==> config.mk <==
export PLATFORM = sky130hd
export DESIGN_NAME = fc_layer_engine
export DESIGN_NICKNAME = d
export VERILOG_FILES = /design/src/rtl/fc_layer_pkg.sv /design/src/rtl/fc_layer_engine_mac.sv /design/src/rtl/fc_layer_engine.sv
export SDC_FILE = /design/constraint.sdc
export NUM_CORES = 2
export LEC_CHECK = 0
export BUFFER_PORTS_ARGS = -buffer_cell sky130_fd_sc_hd__buf_2
export CAP_MARGIN = 0
export CORE_UTILIZATION = 60
export CTS_CLUSTER_SIZE = 14
export DETAILED_ROUTE_END_ITERATION = 7
export GPL_TIMING_DRIVEN = 0
export PLACE_DENSITY = 0.73
export SYNTH_ARGS = -nofsm -noshare
export SYNTH_HDL_FRONTEND = slang
export SYNTH_SLANG_ARGS = --single-unit
==> constraint.sdc <==
create_clock -name clk_i -period 35.8 [get_ports clk_i]
set_input_delay 3.58 -clock clk_i [delete_from_list [all_inputs] [get_ports clk_i]]
set_output_delay 3.58 -clock clk_i [all_outputs]
set_load 0.01 [all_outputs]
==> src/rtl/fc_layer_pkg.sv <==
// Shared types and helpers for the fully-connected layer engine.
// Holds the FSM state encoding, counter sizing and the requantization step.
package fc_layer_pkg;

    typedef enum logic [1:0] {
        ST_IDLE,
        ST_LOAD,
        ST_COMPUTE,
        ST_OUT
    } state_e;

    function automatic int cnt_width(input int n);
        return (n > 1) ? $clog2(n) : 1;
    endfunction

    // Round-half-up arithmetic shift, optional ReLU, then clamp to a signed dout_dw range.
    function automatic logic signed [63:0] requant(input logic signed [63:0] acc,
                                                   input int                 shift,
                                                   input int                 dout_dw,
                                                   input bit                 relu);
        logic signed [63:0] r;
        logic signed [63:0] hi;
        logic signed [63:0] lo;
        r  = (acc + (64'sd1 <<< (shift - 1))) >>> shift;
        hi = (64'sd1 <<< (dout_dw - 1)) - 64'sd1;
        lo = -(64'sd1 <<< (dout_dw - 1));
        if (relu && (r < 0)) begin
            r = '0;
        end
        if (r > hi) begin
            r = hi;
        end else if (r < lo) begin
            r = lo;
        end
        return r;
    endfunction

endpackage

==> src/rtl/fc_layer_engine_mac.sv <==
// One output lane: CPF products summed into a bias-initialised accumulator,
// with the requantized result registered on the last beat of a group.
module fc_lane_mac
    import fc_layer_pkg::*;
#(
    parameter int CPF        = 4,
    parameter int DIN_DW     = 16,
    parameter int WW         = 4,
    parameter int BIAS_DW    = 4,
    parameter int BIAS_SHIFT = 5,
    parameter int ACC_W      = 40,
    parameter int SHIFT      = 5,
    parameter int DOUT_DW    = 16,
    parameter int RELU       = 0
) (
    input  logic                     clk_i,
    input  logic                     rst_ni,
    input  logic                     mac_en_i,
    input  logic                     first_i,
    input  logic                     last_i,
    input  logic [CPF*DIN_DW-1:0]    din_i,
    input  logic [CPF*WW-1:0]        wt_i,
    input  logic [BIAS_DW-1:0]       bias_i,
    output logic [DOUT_DW-1:0]       dout_o
);

    logic signed [ACC_W-1:0] acc_q;
    logic signed [ACC_W-1:0] acc_d;
    logic signed [ACC_W-1:0] prod_sum;
    logic signed [ACC_W-1:0] acc_base;
    logic signed [63:0]      rq;
    logic [DOUT_DW-1:0]      dout_q;

    always_comb begin
        prod_sum = '0;
        for (int c = 0; c < CPF; c++) begin
            prod_sum = prod_sum
                     + ACC_W'($signed(din_i[c*DIN_DW +: DIN_DW]))
                     * ACC_W'($signed(wt_i[c*WW +: WW]));
        end
        // The first beat of a group discards the previous group's total.
        acc_base = first_i ? (ACC_W'($signed(bias_i)) <<< BIAS_SHIFT) : acc_q;
        acc_d    = acc_base + prod_sum;
        rq       = requant(64'(acc_d), SHIFT, DOUT_DW, RELU != 0);
    end

    always_ff @(posedge clk_i or negedge rst_ni) begin
        if (!rst_ni) begin
            acc_q  <= '0;
            dout_q <= '0;
        end else if (mac_en_i) begin
            acc_q <= acc_d;
            if (last_i) begin
                dout_q <= rq[DOUT_DW-1:0];
            end
        end
    end

    assign dout_o = dout_q;

endmodule

==> src/rtl/fc_layer_engine.sv <==
// Reusable FC compute core: buffers one input vector, then streams weight
// groups against it, emitting KPF requantized outputs per group.
module fc_layer_engine
    import fc_layer_pkg::*;
#(
    parameter int C_IN       = 64,
    parameter int C_OUT      = 10,
    parameter int CPF        = 4,
    parameter int KPF        = 2,
    parameter int DIN_DW     = 16,
    parameter int WW         = 4,
    parameter int BIAS_DW    = 4,
    parameter int BIAS_SHIFT = 5,
    parameter int ACC_W      = 40,
    parameter int SHIFT      = 5,
    parameter int DOUT_DW    = 16,
    parameter int RELU       = 0
) (
    input  logic                      clk_i,
    input  logic                      rst_ni,
    input  logic                      din_valid_i,
    output logic                      din_rdy_o,
    input  logic [CPF*DIN_DW-1:0]     din_i,
    input  logic                      din_eop_i,
    input  logic                      wt_valid_i,
    output logic                      wt_rdy_o,
    input  logic [KPF*CPF*WW-1:0]     wt_i,
    input  logic [KPF*BIAS_DW-1:0]    wt_bias_i,
    output logic                      dout_valid_o,
    input  logic                      dout_rdy_i,
    output logic [KPF*DOUT_DW-1:0]    dout_o,
    output logic                      dout_eop_o,
    output logic                      busy_o,
    output logic                      err_eop_o
);

    localparam int NB = C_IN / CPF;
    localparam int NG = C_OUT / KPF;
    localparam int BW = cnt_width(NB);
    localparam int GW = cnt_width(NG);
    localparam logic [BW-1:0] LAST_BEAT  = BW'(NB - 1);
    localparam logic [GW-1:0] LAST_GROUP = GW'(NG - 1);

    state_e          state_q;
    logic [BW-1:0]   beat_q;
    logic [GW-1:0]   group_q;
    logic            din_rdy_q;
    logic            wt_rdy_q;
    logic            dout_valid_q;
    logic            dout_eop_q;
    logic            busy_q;
    logic            err_eop_q;
    logic [CPF*DIN_DW-1:0] buf_q [NB];

    logic din_hs;
    logic wt_hs;
    logic dout_hs;
    logic eop_bad;
    logic last_beat;

    assign din_hs    = din_valid_i & din_rdy_q;
    assign wt_hs     = wt_valid_i & wt_rdy_q;
    assign dout_hs   = dout_valid_q & dout_rdy_i;
    assign last_beat = (beat_q == LAST_BEAT);
    assign eop_bad   = din_eop_i != last_beat;

    // Framing is driven purely by the beat counter; din_eop only feeds the error flag.
    always_ff @(posedge clk_i or negedge rst_ni) begin
        if (!rst_ni) begin
            state_q      <= ST_IDLE;
            beat_q       <= '0;
            group_q      <= '0;
            din_rdy_q    <= 1'b1;
            wt_rdy_q     <= 1'b0;
            dout_valid_q <= 1'b0;
            dout_eop_q   <= 1'b0;
            busy_q       <= 1'b0;
            err_eop_q    <= 1'b0;
        end else begin
            case (state_q)
                ST_IDLE, ST_LOAD: begin
                    if (din_hs) begin
                        busy_q <= 1'b1;
                        if (eop_bad) begin
                            err_eop_q <= 1'b1;
                        end
                        if (last_beat) begin
                            state_q   <= ST_COMPUTE;
                            beat_q    <= '0;
                            group_q   <= '0;
                            din_rdy_q <= 1'b0;
                            wt_rdy_q  <= 1'b1;
                        end else begin
                            state_q <= ST_LOAD;
                            beat_q  <= beat_q + BW'(1);
                        end
                    end
                end
                ST_COMPUTE: begin
                    if (wt_hs) begin
                        if (last_beat) begin
                            state_q      <= ST_OUT;
                            beat_q       <= '0;
                            wt_rdy_q     <= 1'b0;
                            dout_valid_q <= 1'b1;
                            dout_eop_q   <= (group_q == LAST_GROUP);
                        end else begin
                            beat_q <= beat_q + BW'(1);
                        end
                    end
                end
                ST_OUT: begin
                    if (dout_hs) begin
                        dout_valid_q <= 1'b0;
                        dout_eop_q   <= 1'b0;
                        if (group_q == LAST_GROUP) begin
                            state_q   <= ST_IDLE;
                            group_q   <= '0;
                            din_rdy_q <= 1'b1;
                            busy_q    <= 1'b0;
                        end else begin
                            state_q  <= ST_COMPUTE;
                            group_q  <= group_q + GW'(1);
                            wt_rdy_q <= 1'b1;
                        end
                    end
                end
                default: state_q <= ST_IDLE;
            endcase
        end
    end

    always_ff @(posedge clk_i) begin
        if (din_hs) begin
            buf_q[beat_q] <= din_i;
        end
    end

    for (genvar k = 0; k < KPF; k++) begin : g_lane
        fc_lane_mac #(
            .CPF        (CPF),
            .DIN_DW     (DIN_DW),
            .WW         (WW),
            .BIAS_DW    (BIAS_DW),
            .BIAS_SHIFT (BIAS_SHIFT),
            .ACC_W      (ACC_W),
            .SHIFT      (SHIFT),
            .DOUT_DW    (DOUT_DW),
            .RELU       (RELU)
        ) u_mac (
            .clk_i    (clk_i),
            .rst_ni   (rst_ni),
            .mac_en_i (wt_hs),
            .first_i  (beat_q == '0),
            .last_i   (last_beat),
            .din_i    (buf_q[beat_q]),
            .wt_i     (wt_i[k*CPF*WW +: CPF*WW]),
            .bias_i   (wt_bias_i[k*BIAS_DW +: BIAS_DW]),
            .dout_o   (dout_o[k*DOUT_DW +: DOUT_DW])
        );
    end

    assign din_rdy_o    = din_rdy_q;
    assign wt_rdy_o     = wt_rdy_q;
    assign dout_valid_o = dout_valid_q;
    assign dout_eop_o   = dout_eop_q;
    assign busy_o       = busy_q;
    assign err_eop_o    = err_eop_q;

endmodule

==> impl_results.html <==
<table>
<tr><th>Metric</th><th>Value</th></tr>
<tr><th colspan="2">Setup path</th></tr>
<tr><td>Cell seen most often among critical-path stages</td><td>o21ai_0</td></tr>
<tr><td>Critical Path Fanout Max</td><td>19</td></tr>
<tr><td>Delay of the slowest critical-path stage</td><td>1.16 ns</td></tr>
<tr><td>Crit Path Class</td><td>reg2reg</td></tr>
<tr><td>Data required time of the worst path</td><td>36.35 ns</td></tr>
<tr><td>Signal arrival time at the worst endpoint</td><td>about 19 ns</td></tr>
<tr><td>Critical path launch point type</td><td>register</td></tr>
<tr><td>Critical path endpoint category</td><td>register</td></tr>
<tr><td>Slowest cell on the critical path</td><td>fa_2</td></tr>
<tr><th colspan="2">Routing</th></tr>
<tr><td>Post-route DRC violation count</td><td>0</td></tr>
<tr><td>Routed wirelength normalized by instance count</td><td>between 20 and 30 um</td></tr>
<tr><td>Vias after detailed routing</td><td>between 40k and 50k</td></tr>
<tr><td>Number of nets still failing antenna checks after routing</td><td>0</td></tr>
<tr><td>WL final</td><td>189000 um</td></tr>
<tr><td>First-pass detailed-route iteration total</td><td>6</td></tr>
<tr><td>Via/cell ratio</td><td>approximately 6.3</td></tr>
<tr><td>DR iter-0 viols</td><td>4741</td></tr>
<tr><th colspan="2">Synthesis</th></tr>
<tr><td>Largest cells by area after synthesis</td><td>edfxtp_1 43%, fa_1 12%, mux4_2 10%</td></tr>
<tr><td>Post-synth design cell area</td><td>70800 um2</td></tr>
<tr><td>Share of synthesized flip-flops with an asynchronous set or reset</td><td>11.0%</td></tr>
<tr><td>Post-synth cell types</td><td>101</td></tr>
<tr><td>Synth Net Count</td><td>a little over 6k</td></tr>
<tr><td>Number of synthesized flops with an enable pin</td><td>1024</td></tr>
<tr><td>Flops &amp; latches, synth</td><td>1151</td></tr>
<tr><td>Ys flop type</td><td>edfxtp_1</td></tr>
<tr><td>Per-instance average area after synthesis</td><td>13.6 um2</td></tr>
<tr><td>Post-synthesis cell type with the largest combined area</td><td>edfxtp_1</td></tr>
<tr><td>Area fraction of the dominant cell type after synthesis</td><td>43.4%</td></tr>
<tr><td>Sequential area share after synthesis</td><td>47.9%</td></tr>
<tr><td>Syn. warnings</td><td>0</td></tr>
<tr><td>Synthesized netlist cell count</td><td>5220</td></tr>
<tr><th colspan="2">STA</th></tr>
<tr><td>Final hold violations</td><td>0</td></tr>
<tr><td>Remaining max-slew budget at the tightest pin</td><td>7.03%</td></tr>
<tr><td>Unrepaired setup endpoints after global routing</td><td>false</td></tr>
<tr><td>Post-route clock skew</td><td>0.107 ns</td></tr>
<tr><td>Count of final setup violators</td><td>0</td></tr>
<tr><td>Accumulated negative setup slack</td><td>0 ns</td></tr>
<tr><td>Transition time of the tightest slew-check pin</td><td>1.39 ns</td></tr>
<tr><td>Number of max-slew violations in the final report</td><td>0</td></tr>
<tr><td>Period utilisation layout</td><td>between 50% and 60%</td></tr>
<tr><td>Clock period minus worst slack</td><td>18.06 ns</td></tr>
<tr><td>Upper clock frequency limit</td><td>0.0554 GHz</td></tr>
<tr><th colspan="2">Final layout</th></tr>
<tr><td>Final std cell area, no fill</td><td>78100 um2</td></tr>
<tr><td>Synth-to-Final Area Change</td><td>10.3%</td></tr>
<tr><td>Layout cells sized above 1</td><td>14.2%</td></tr>
<tr><td>Total of fill cells in the finished design</td><td>8137</td></tr>
<tr><td>Commonest non-fill, non-tap cell in the layout</td><td>edfxtp_1</td></tr>
<tr><td>Top library cells by usage in the layout, fill and taps aside</td><td>1024 x edfxtp_1, 420 x inv_1, 420 x fa_1</td></tr>
<tr><td>Nets</td><td>6447</td></tr>
<tr><th colspan="2">Die</th></tr>
<tr><td>Die extent in y</td><td>346 um</td></tr>
<tr><td>Die Wd</td><td>between 300 and 400 um</td></tr>
<tr><td>Total I/O pin count</td><td>around 150</td></tr>
<tr><td>Floorplan die area</td><td>119000 um2</td></tr>
<tr><td>Core outline area</td><td>117000 um2</td></tr>
<tr><td># rows</td><td>125</td></tr>
<tr><td>Starting Density</td><td>60.8%</td></tr>
<tr><th colspan="2">Job</th></tr>
<tr><td>Max-cap violation count</td><td>0</td></tr>
<tr><th colspan="2">Run status</th></tr>
<tr><td>Run status</td><td>complete, no violations</td></tr>
<tr><th colspan="2">Clocking</th></tr>
<tr><td>TritonCTS clock tree</td><td>built</td></tr>
<tr><td>Max clock buf depth</td><td>3</td></tr>
<tr><td>Post-CTS Setup Bufs</td><td>0</td></tr>
<tr><td>Clock sink total</td><td>1151</td></tr>
<tr><td>Total clock buffers created by CTS</td><td>115</td></tr>
<tr><td>Clock-pin slew on the worst setup and hold paths</td><td>0.06 ns</td></tr>
<tr><td>Root buffer selected by CTS</td><td>clkbuf_16</td></tr>
<tr><td>Insertion delay of the later-clocked pin in the worst-skew pair</td><td>approximately 0.76 ns</td></tr>
<tr><td>CTS HTree Levels</td><td>3</td></tr>
<tr><td>Number of gates resized after cts</td><td>0</td></tr>
<tr><td>Hold-fix buffers at CTS</td><td>0</td></tr>
<tr><th colspan="2">Placed design</th></tr>
<tr><td>Sum of net half-perimeters after detailed placement</td><td>134000 um</td></tr>
<tr><td>Global placement routability congestion</td><td>0.941</td></tr>
<tr><td>Total cell area at the placement stage</td><td>74300 um2</td></tr>
<tr><td>Input/output buffers</td><td>147</td></tr>
<tr><th colspan="2">Global route</th></tr>
<tr><td>All-layer global routing usage</td><td>roughly a third</td></tr>
<tr><td>Pin count of the biggest net entering global routing</td><td>76</td></tr>
<tr><td>Overflow left after global routing</td><td>0</td></tr>
<tr><td>Antenna violations before repair</td><td>32</td></tr>
<tr><td>Global-route wire length before repair</td><td>285000 um</td></tr>
<tr><td>Via count of the first global-routing pass</td><td>about 46k</td></tr>
<tr><th colspan="2">Worst hold path</th></tr>
<tr><td>HP Class</td><td>reg2reg</td></tr>
</table>
cell type report:
class                           count  area (um2)  share of cell area [%]
Inverter                          421        1580                    2.03
Tap cell                         1524        1910                    2.44
Timing Repair Buffer              200        1550                    1.98
Multi-Input combinational cell   3454       34500                    44.2
Sequential cell                  1151       33900                    43.4
Clock inverter                     69         717                   0.918
Clock buffer                      146        3000                    3.85
Buffer                            194         848                    1.09
Antenna cell                       13        32.5                  0.0417
sequential cells by signal (all words and copies together) (netlist names):
signal,count
buf_q,1024
g_lane.u_mac.acc_q,80
g_lane.u_mac.dout_o,32
beat_q,4
group_q,3
state_q,2
busy_o,1
din_rdy_o,1
dout_eop_o,1
dout_valid_o,1
err_eop_o,1
wt_rdy_o,1
layer usage:
metal	part of all wire (%)	up-vias	track usage [%]
met5	0.096	-	0
met4	3.7	30	11.6
met3	8.5	392	6.14
met2	48	2201	51.9
met1	40	23100	43.5
li1	-	19800	-
cells in the mapped netlist (all sizes together), types with 29 or more instances:
cell type     n
a21o         59
a21oi       268
and2        332
buf          50
clkbuf      143
dfrtp       126
edfxtp     1024
fa          422
ha          378
inv         421
mux2         43
mux4        320
nand2       325
nand2b       61
nand3        51
nand4        29
nor2        214
nor2b        47
nor3         42
nor4         29
o21ai       246
o21bai       30
xnor2       147
xor2         76
critical path: cells and delay by family (launching register included):
| family | cells | cell delay, ns |
|---|---|---|
| flops | 1 | 0.57 |
| xor+xnor | 1 | 0.36 |
| buf+inv | 9 | 4.84 |
| mux | 3 | 1.55 |
| fa+ha+maj | 8 | 4.25 |
| compound gates | 19 | 4.70 |
| simple gates | 6 | 1.64 |
per-stage QoR:
stage	std cells	utilization, %	setup WS [ns]	hold WS [ns]
finish	7172	67.0	17.74	0.456
global route	7164	67.0	16.53	0.483
CTS	7159	67.0	17.67	0.464
detailed placement	6944	63.8	17.76	0.450
global placement	6891	63.0	15.59	0.436
floorplan	5220	-	21.19	0.442
cells by family after synthesis:
family | Yosys count | synth area share [%]
and+or+nand+nor | 1235 | 9.08
adders and majority gates | 800 | 18.6
buffers and inverters | 615 | 3.42
xor gates and xnor gates | 223 | 2.76
DFF | 1151 | 47.9
muxes | 379 | 11.1
AOI/OAI and AO/OA | 817 | 7.12
worst paths after layout:
| path | from | to | slack (ns) | depth (start not counted) |
|---|---|---|---|---|
| max in group asynchronous | rst_ni | din_rdy_o | 32.05 | 2 |
| max reg2reg | beat_q[0] | g_lane[1].u_mac.dout_o[12] | 17.74 | 46 |
| min reg2reg | err_eop_o | err_eop_o | 0.46 | 1 |
| min in group asynchronous | rst_ni | g_lane[1].u_mac.acc_q[36] | 2.81 | 1 |
| max | beat_q[0] | g_lane[1].u_mac.dout_o[12] | 17.74 | 46 |
| min | err_eop_o | err_eop_o | 0.46 | 1 |
Power is not shown: default switching activity piles up to over one toggle a cycle in this logic, so the estimate is an artifact.
